## config.mk

```make
export PLATFORM = sky130hd
export DESIGN_NAME = vga_coord_fetcher
export DESIGN_NICKNAME = d
export VERILOG_FILES = /design/src/rtl/vga_pkg.sv /design/src/rtl/vga_fetch_tag_pipe.sv /design/src/rtl/vga_coord_fetcher.sv
export SDC_FILE = /design/constraint.sdc
export NUM_CORES = 1
export LEC_CHECK = 0
export ABC_AREA = 1
export CAP_MARGIN = 20
export CORE_ASPECT_RATIO = 1.2
export CORE_UTILIZATION = 50
export DETAILED_ROUTE_END_ITERATION = 6
export DONT_BUFFER_PORTS = 1
export SLEW_MARGIN = 20
export SYNTH_ARGS = -nofsm -noshare
export SYNTH_HDL_FRONTEND = slang
export SYNTH_SLANG_ARGS = --single-unit
```

## constraint.sdc

```tcl
create_clock -name clk -period 2.9 [get_ports clk]
set_input_delay 0.29 -clock clk [delete_from_list [all_inputs] [get_ports clk]]
set_output_delay 0.29 -clock clk [all_outputs]
set_load 0.05 [all_outputs]
```

## src/rtl/vga_pkg.sv

```systemverilog
// rtl/vga_pkg.sv - shared state encoding and coordinate helpers for the VGA coordinate fetcher
package vga_pkg;

   typedef enum logic [1:0] {
      ST_IDLE   = 2'd0,
      ST_ISSUE  = 2'd1,
      ST_DRAIN  = 2'd2,
      ST_COMMIT = 2'd3
   } fetch_state_t;

   localparam int DEFAULT_X_OFFSET = 32;

   // Low coord_w bits of a memory word, zero-extended.
   function automatic logic [31:0] coord_slice(input logic [31:0] word, input int coord_w);
      logic [31:0] mask;
      mask = (coord_w >= 32) ? 32'hFFFF_FFFF : ((32'd1 << coord_w) - 32'd1);
      return word & mask;
   endfunction

endpackage

```

## src/rtl/vga_fetch_tag_pipe.sv

```systemverilog
// rtl/vga_fetch_tag_pipe.sv - {valid, index} delay line matching the memory read latency
module vga_fetch_tag_pipe #(
   parameter int DEPTH = 1,
   parameter int IDX_W = 3
) (
   input  logic             clk,
   input  logic             reset,
   input  logic             in_valid,
   input  logic [IDX_W-1:0] in_idx,
   output logic             out_valid,
   output logic [IDX_W-1:0] out_idx
);

   logic [DEPTH-1:0] valid_q;
   logic [IDX_W-1:0] idx_q [DEPTH];

   always_ff @(negedge clk or negedge reset) begin
      if (!reset) begin
         valid_q <= '0;
         for (int k = 0; k < DEPTH; k++) idx_q[k] <= '0;
      end else begin
         valid_q[0] <= in_valid;
         idx_q[0]   <= in_idx;
         for (int k = 1; k < DEPTH; k++) begin
            valid_q[k] <= valid_q[k-1];
            idx_q[k]   <= idx_q[k-1];
         end
      end
   end

   assign out_valid = valid_q[DEPTH-1];
   assign out_idx   = idx_q[DEPTH-1];

endmodule

```

## src/rtl/vga_coord_fetcher.sv

```systemverilog
// rtl/vga_coord_fetcher.sv - per-frame fetch of object coordinates with shadow buffering
module vga_coord_fetcher
   import vga_pkg::*;
#(
   parameter int NUM_OBJ   = 3,
   parameter int COORD_W   = 10,
   parameter int DATA_W    = 16,
   parameter int ADDR_W    = 16,
   parameter int BASE_ADDR = 0,
   parameter int X_OFFSET  = DEFAULT_X_OFFSET,
   parameter bit CLAMP_X   = 1'b1,
   parameter int MEM_LAT   = 1
) (
   input  logic                       clk,
   input  logic                       reset,
   input  logic                       frame_start,
   output logic                       mem_rd_en,
   output logic [ADDR_W-1:0]          mem_addr,
   input  logic [DATA_W-1:0]          data_from_mem_vga,
   output logic [NUM_OBJ*COORD_W-1:0] obj_x,
   output logic [NUM_OBJ*COORD_W-1:0] obj_y,
   output logic                       busy,
   output logic                       coords_updated,
   output logic                       overrun
);

   localparam int                 NUM_WORDS = 2 * NUM_OBJ;
   localparam int                 IDX_W     = $clog2(NUM_WORDS);
   localparam logic [IDX_W-1:0]   LAST_IDX  = IDX_W'(NUM_WORDS - 1);
   localparam logic [ADDR_W-1:0]  BASE      = ADDR_W'(BASE_ADDR);
   localparam logic [COORD_W:0]   X_OFF     = (COORD_W+1)'(X_OFFSET);

   fetch_state_t               state;
   logic [IDX_W-1:0]           idx;
   logic [IDX_W-1:0]           issue_idx;
   logic                       pipe_valid;
   logic [IDX_W-1:0]           pipe_idx;
   logic [NUM_OBJ*COORD_W-1:0] shadow_x;
   logic [NUM_OBJ*COORD_W-1:0] shadow_y;
   logic [COORD_W-1:0]         word_coord;
   logic [COORD_W:0]           x_diff;
   logic [COORD_W-1:0]         x_adj;
   int                         cap_obj;

   vga_fetch_tag_pipe #(
      .DEPTH (MEM_LAT),
      .IDX_W (IDX_W)
   ) u_tag_pipe (
      .clk       (clk),
      .reset     (reset),
      .in_valid  (mem_rd_en),
      .in_idx    (issue_idx),
      .out_valid (pipe_valid),
      .out_idx   (pipe_idx)
   );

   // Borrow out of the extra MSB means the raw X was below the offset.
   always_comb begin
      word_coord = COORD_W'(coord_slice(32'(data_from_mem_vga), COORD_W));
      x_diff     = {1'b0, word_coord} - X_OFF;
      x_adj      = (CLAMP_X && x_diff[COORD_W]) ? '0 : x_diff[COORD_W-1:0];
      cap_obj    = int'(pipe_idx >> 1);
   end

   always_ff @(negedge clk or negedge reset) begin
      if (!reset) begin
         shadow_x <= '0;
         shadow_y <= '0;
      end else if (pipe_valid) begin
         if (!pipe_idx[0]) shadow_x[cap_obj*COORD_W +: COORD_W] <= x_adj;
         else              shadow_y[cap_obj*COORD_W +: COORD_W] <= word_coord;
      end
   end

   always_ff @(negedge clk or negedge reset) begin
      if (!reset) begin
         state          <= ST_IDLE;
         idx            <= '0;
         issue_idx      <= '0;
         mem_rd_en      <= 1'b0;
         mem_addr       <= '0;
         busy           <= 1'b0;
         coords_updated <= 1'b0;
         overrun        <= 1'b0;
         obj_x          <= '0;
         obj_y          <= '0;
      end else begin
         mem_rd_en      <= 1'b0;
         coords_updated <= 1'b0;
         if (frame_start && state != ST_IDLE) overrun <= 1'b1;
         case (state)
            ST_IDLE: begin
               if (frame_start) begin
                  state <= ST_ISSUE;
                  idx   <= '0;
                  busy  <= 1'b1;
               end
            end
            ST_ISSUE: begin
               mem_rd_en <= 1'b1;
               mem_addr  <= BASE + ADDR_W'(idx);
               issue_idx <= idx;
               idx       <= idx + 1'b1;
               if (idx == LAST_IDX) state <= ST_DRAIN;
            end
            // Words return in issue order, so the last tag means the shadow is complete.
            ST_DRAIN: begin
               if (pipe_valid && pipe_idx == LAST_IDX) state <= ST_COMMIT;
            end
            ST_COMMIT: begin
               obj_x          <= shadow_x;
               obj_y          <= shadow_y;
               busy           <= 1'b0;
               coords_updated <= 1'b1;
               state          <= ST_IDLE;
            end
            default: state <= ST_IDLE;
         endcase
      end
   end

endmodule
```

# ---- After elaboration in Yosys (flattened, before gate mapping)
# Index checks and enable logic that the tools add are counted.
dict set report classes {
  addsub 3
  mul 1
  n_eq_ne 8
  n_reduce_logical 11
  n_shift 3
  n_bitwise 1
  mux 13
}
# op n
set ops {}
lappend ops {{$shiftx 10x33->30} 2}
lappend ops {{$bwmux 30} 2}
lappend ops {{$neg 6->33} 1}
lappend ops {{$shift 10x33->30 const A} 1}
lappend ops {{$sub 10x6->11 const B} 1}
lappend ops {{$mux 10} 1}
lappend ops {{$pmux 2 s4} 1}
lappend ops {{$reduce_and 2->1} 4}
lappend ops {{$eq 3x3->1 const B} 2}
lappend ops {{$mux 2} 3}
lappend ops {{$ne 2x2->1 const B} 3}
lappend ops {{$pmux 3 s2} 1}
lappend ops {{$reduce_bool 2->1} 3}
lappend ops {{$mul 2x3->5 const B} 1}
lappend ops {{$eq 2x2->1 const B} 2}
lappend ops {{$add 3x1->3 const B} 1}
lappend ops {{$mux 1} 3}
lappend ops {{$mux 3} 1}
lappend ops {{$reduce_and 3->1} 1}
lappend ops {{$eq 2x1->1 const B} 1}
lappend ops {{$logic_and 1x1->1} 2}
lappend ops {{$logic_not 2->1} 1}
lappend ops {{$pmux 1 s2} 1}
lappend ops {{$not 1->1} 1}
dict set report totals {
  wordCells 53
  regBits 136
}

# ---- Depth between registers and ports, before layout
dict set report logic_depth {
  depth_word 4
  mapped_depth 15
  mapped_depth_nobuf 13
}

# ---- Modules after synthesis
# Synthesis repeated with hierarchy kept, for this count alone.
dict set report hier_totals {
  cells_unflattened 859
  hier_area_um2 6840.3
}
# module cells_each area_each_um2 seq_area_each_um2 n_inst
set modules_own_cells {}
lappend modules_own_cells {vga_coord_fetcher 855 6740.2 3303.2 1}
lappend modules_own_cells {vga_fetch_tag_pipe 4 100.1 100.1 1}

==> impl_metrics.env <==
export IMPL_cp_data_required_time_ps=2610
export IMPL_grtUsageMet1_pct=37.33
export IMPL_power_frac_clock_pct=51.5
export IMPL_p_int_mw=3.226
export IMPL_cts_tree="done"
export IMPL_clk_pin_slew_ps=50
export IMPL_hp_class="reg2reg"
export IMPL_place_congestion=0.9162
export IMPL_grt_pass1_vias=5607
export IMPL_fp_dieW_um=110.0
export IMPL_worstSetupPathType="reg2out"
export IMPL_seq_area_frac_synth_pct=48.59
export IMPL_htree_levels=4
export IMPL_cp_end_kind="output pin"
export IMPL_syn_inst=858
export IMPL_overflow=0
export IMPL_nFillCells=1292
export IMPL_fp_coreArea_mm2=0.01376
export IMPL_dp_cells=1030
export IMPL_synthesis_area_mm2=0.007004
export IMPL_design_area_mm2=0.007829
export IMPL_whs_ps=430.0
export IMPL_io_buffer_count=0
export IMPL_drcViolationCount=0
export IMPL_ir_drop_mv=0.4730
export IMPL_dr_pass1_iters=5
export IMPL_drt_initial_drc_count=412
export IMPL_syn_avg_cell_area_um2=8.163
export IMPL_antenna_found_initial=0
export IMPL_wl_per_cell_um=17.83
export IMPL_worst_clock_skew_ps=8.025
export IMPL_use_met2_pct=42.22
export IMPL_arrival_ps=2590
export IMPL_start_util_pct=50.90
export IMPL_post_route_util_pct=56.89
export IMPL_diodes=0
export IMPL_numClockSinks=136
export IMPL_synth_cell_types=47
export IMPL_synth_edff_count=0
export IMPL_synth_warnings=0
export IMPL_p_per_area_mw_per_mm2=533.0
export IMPL_comb_power_share_pct=2.8
export IMPL_vias_per_cell=5.369
export IMPL_tightest_slew_ps=697.9
export IMPL_final_hold_viol_count=0
export IMPL_p_sw_uw=947.1
export IMPL_finalNetCount=909
export IMPL_fin_cells=1062
export IMPL_cts_resized=0
export IMPL_synth_async_reset_ratio_pct=100.0
export IMPL_clock_path_buffers=2
export IMPL_clk_latency_ps=400
export IMPL_crit_fanout=3
export IMPL_drive_gt1_share_pct=13.80
export IMPL_dieArea_mm2=0.01449
export IMPL_seqPwrFrac_pct=45.7
export IMPL_cap_violations=0
export IMPL_rsz0062_at_grt="yes"
export IMPL_grt_pass1_wl_mm=29.91
export IMPL_grt_start_max_net_pins=137
export IMPL_leakage_nw=3.984
export IMPL_grt_busiest_layer="met2"
export IMPL_slew_viol_final=0
export IMPL_die_height_um=131.7
export IMPL_pin_count=99
export IMPL_slew_headroom_pct=53.48
export IMPL_place_hpwl_mm=14.20
export IMPL_synth_seq_cells=136
export IMPL_track_usage_pct=27.90
export IMPL_grt_met3_usage_pct=7.292
export IMPL_area_growth_pct=11.77
export IMPL_cts_buffers=17
export IMPL_report_final_setup_viol=0
export IMPL_num_rows=47
export IMPL_dpl_cell_area_mm2=0.007236
export IMPL_status="complete, no violations"
export IMPL_ys_flop_type="dfrtn_1"
export IMPL_critPathLaunchType="flop"
export IMPL_fin_setup_tns_ps=0
export IMPL_power_share_switching_pct=22.70
export IMPL_clockRootBuffer="clkbuf_16"
export IMPL_vias=5702
export IMPL_ant_nets=0
export IMPL_routed_wl_mm=18.93
-- cell usage after synthesis, types with 3 or more instances --
cell type	number	area share, %
a21boi_1	5	0.54
a21oi_1	25	1.8
buf_2	16	1.1
buf_4	17	1.8
buf_6	4	0.64
clkbuf_1	7	0.38
dfrtn_1	136	49
ha_1	12	2.1
inv_1	73	3.9
inv_2	11	0.59
inv_4	3	0.27
nand2_1	291	16
nand2_2	5	0.45
nand2_4	4	0.64
nand3_1	59	4.2
nor2_1	36	1.9
nor2_2	3	0.27
nor2_4	7	1.1
nor2_8	4	1.1
nor3_1	3	0.21
nor3_2	3	0.43
o21ai_0	65	4.6
o21ai_1	19	1.4
o21ai_2	5	0.63
o22ai_1	19	1.7
-- power by group through the flow --
stage	Combinational, mW	Sequential [mW]	Clock, mW
floorplan	0.0960	1.94	0
global placement	0.114	1.94	0
detailed placement	0.114	1.94	0
CTS	0.114	1.91	2.19
global route	0.124	1.91	2.28
finish	0.116	1.91	2.15
-- cell families after synthesis --
family	after synthesis	share of synthesized area, %
flip-flops	136	48.59
multiplexers	1	0.1429
XOR/XNOR	1	0.1251
AND/OR/NAND/NOR	425	27.46
buffers and inverters	135	9.611
other	1	0.05354
AO/OA/AOI/OAI	147	11.88
adder cells (fa/ha/maj)	12	2.144
-- worst min-delay path, cell delays in order (launching register included) --
cell and delay, ps:
dfrtn_1 400, nand2_1 50, nand2_1 60
-- final cells by class --
cell class              instances  area [um^2]  share of cell area [%]
flip-flops and latches        136         3403                   43.47
multi-input cells             599         2973                   37.97
clock buffers                  18        429.2                   5.482
inverters                      88        350.3                   4.475
repair buffers                 36        295.3                   3.772
well taps                     171        214.0                   2.733
clock inverters                14        163.9                   2.094
-- timing repair --
item	CTS	global route
setup endpoints to repair	0	2
buffers inserted	0	0
hold buffers	0	0
-- metal layers --
metal,wire length [um],part of all wire (%),vias to the layer above
li1,-,-,2770
met1,8601,45,2706
met3,960,5.1,41
met2,8699,46,185
met4,672,3.5,0
met5,0,0,-
-- cells in the final DEF (no fill, tap or decap), types with 2 or more instances in the layout --
master      instances
nor2_2              3
inv_6               5
bufinv_16           2
buf_12              2
o31ai_1             2
nor2_8              4
nor2_1             36
nor2_4              7
o22ai_1            19
inv_2              12
o21ai_2             5
inv_1              72
inv_8               2
buf_4              34
nand3_2             2
a21oi_1            25
nand2_4             4
nand3_1            59
clkbuf_16          17
clkinvlp_4          5
o21ai_1            19
nor3_1              3
nor3_2              3
a21boi_1            5
nand2_1           291
dfrtn_1           136
conb_1             13
nand4_1             2
ha_1               12
inv_4               3
nand2_2             5
o21ai_0            65
-- flip-flops by register name (all words and copies together), names as in the netlist, 2 cells and up --
name	flops
obj_y	30
shadow_y	30
shadow_x	30
issue_idx	3
obj_x	30
idx	3
u_tag_pipe.out_idx	3
state	2
-- final timing paths --
kind	slack, ps	depth (start not counted)	to	start
worst min register to register	430	2	shadow_y[8]$_DFFE_NN0P_	shadow_y[8]$_DFFE_NN0P_
worst max-delay path	20	0	mem_addr[2]	issue_idx[2]$_DFFE_NN0P_
max in group asynchronous	1790	0	idx[1]$_DFFE_NN0P_	reset
worst min-delay path	430	2	shadow_y[8]$_DFFE_NN0P_	shadow_y[8]$_DFFE_NN0P_
worst max register to register	360	9	shadow_x[3]$_DFFE_NN0P_	u_tag_pipe.out_idx[1]$_DFF_NN0_
min in group asynchronous	920	0	obj_y[7]$_DFFE_NN0P_	reset
-- metrics by stage --
| step | worst slack (ps) | power, mW |
|---|---|---|
| final | 22.03 | 4.173 |
| after global routing | -24.64 | 4.309 |
| after CTS | 1.042 | 4.212 |
| after detailed placement | -215.0 | 2.055 |
| after global placement | -177.5 | 2.055 |
| after floorplan | 30.07 | 2.037 |
No activity file was read; power rests on OpenSTA's default activity.
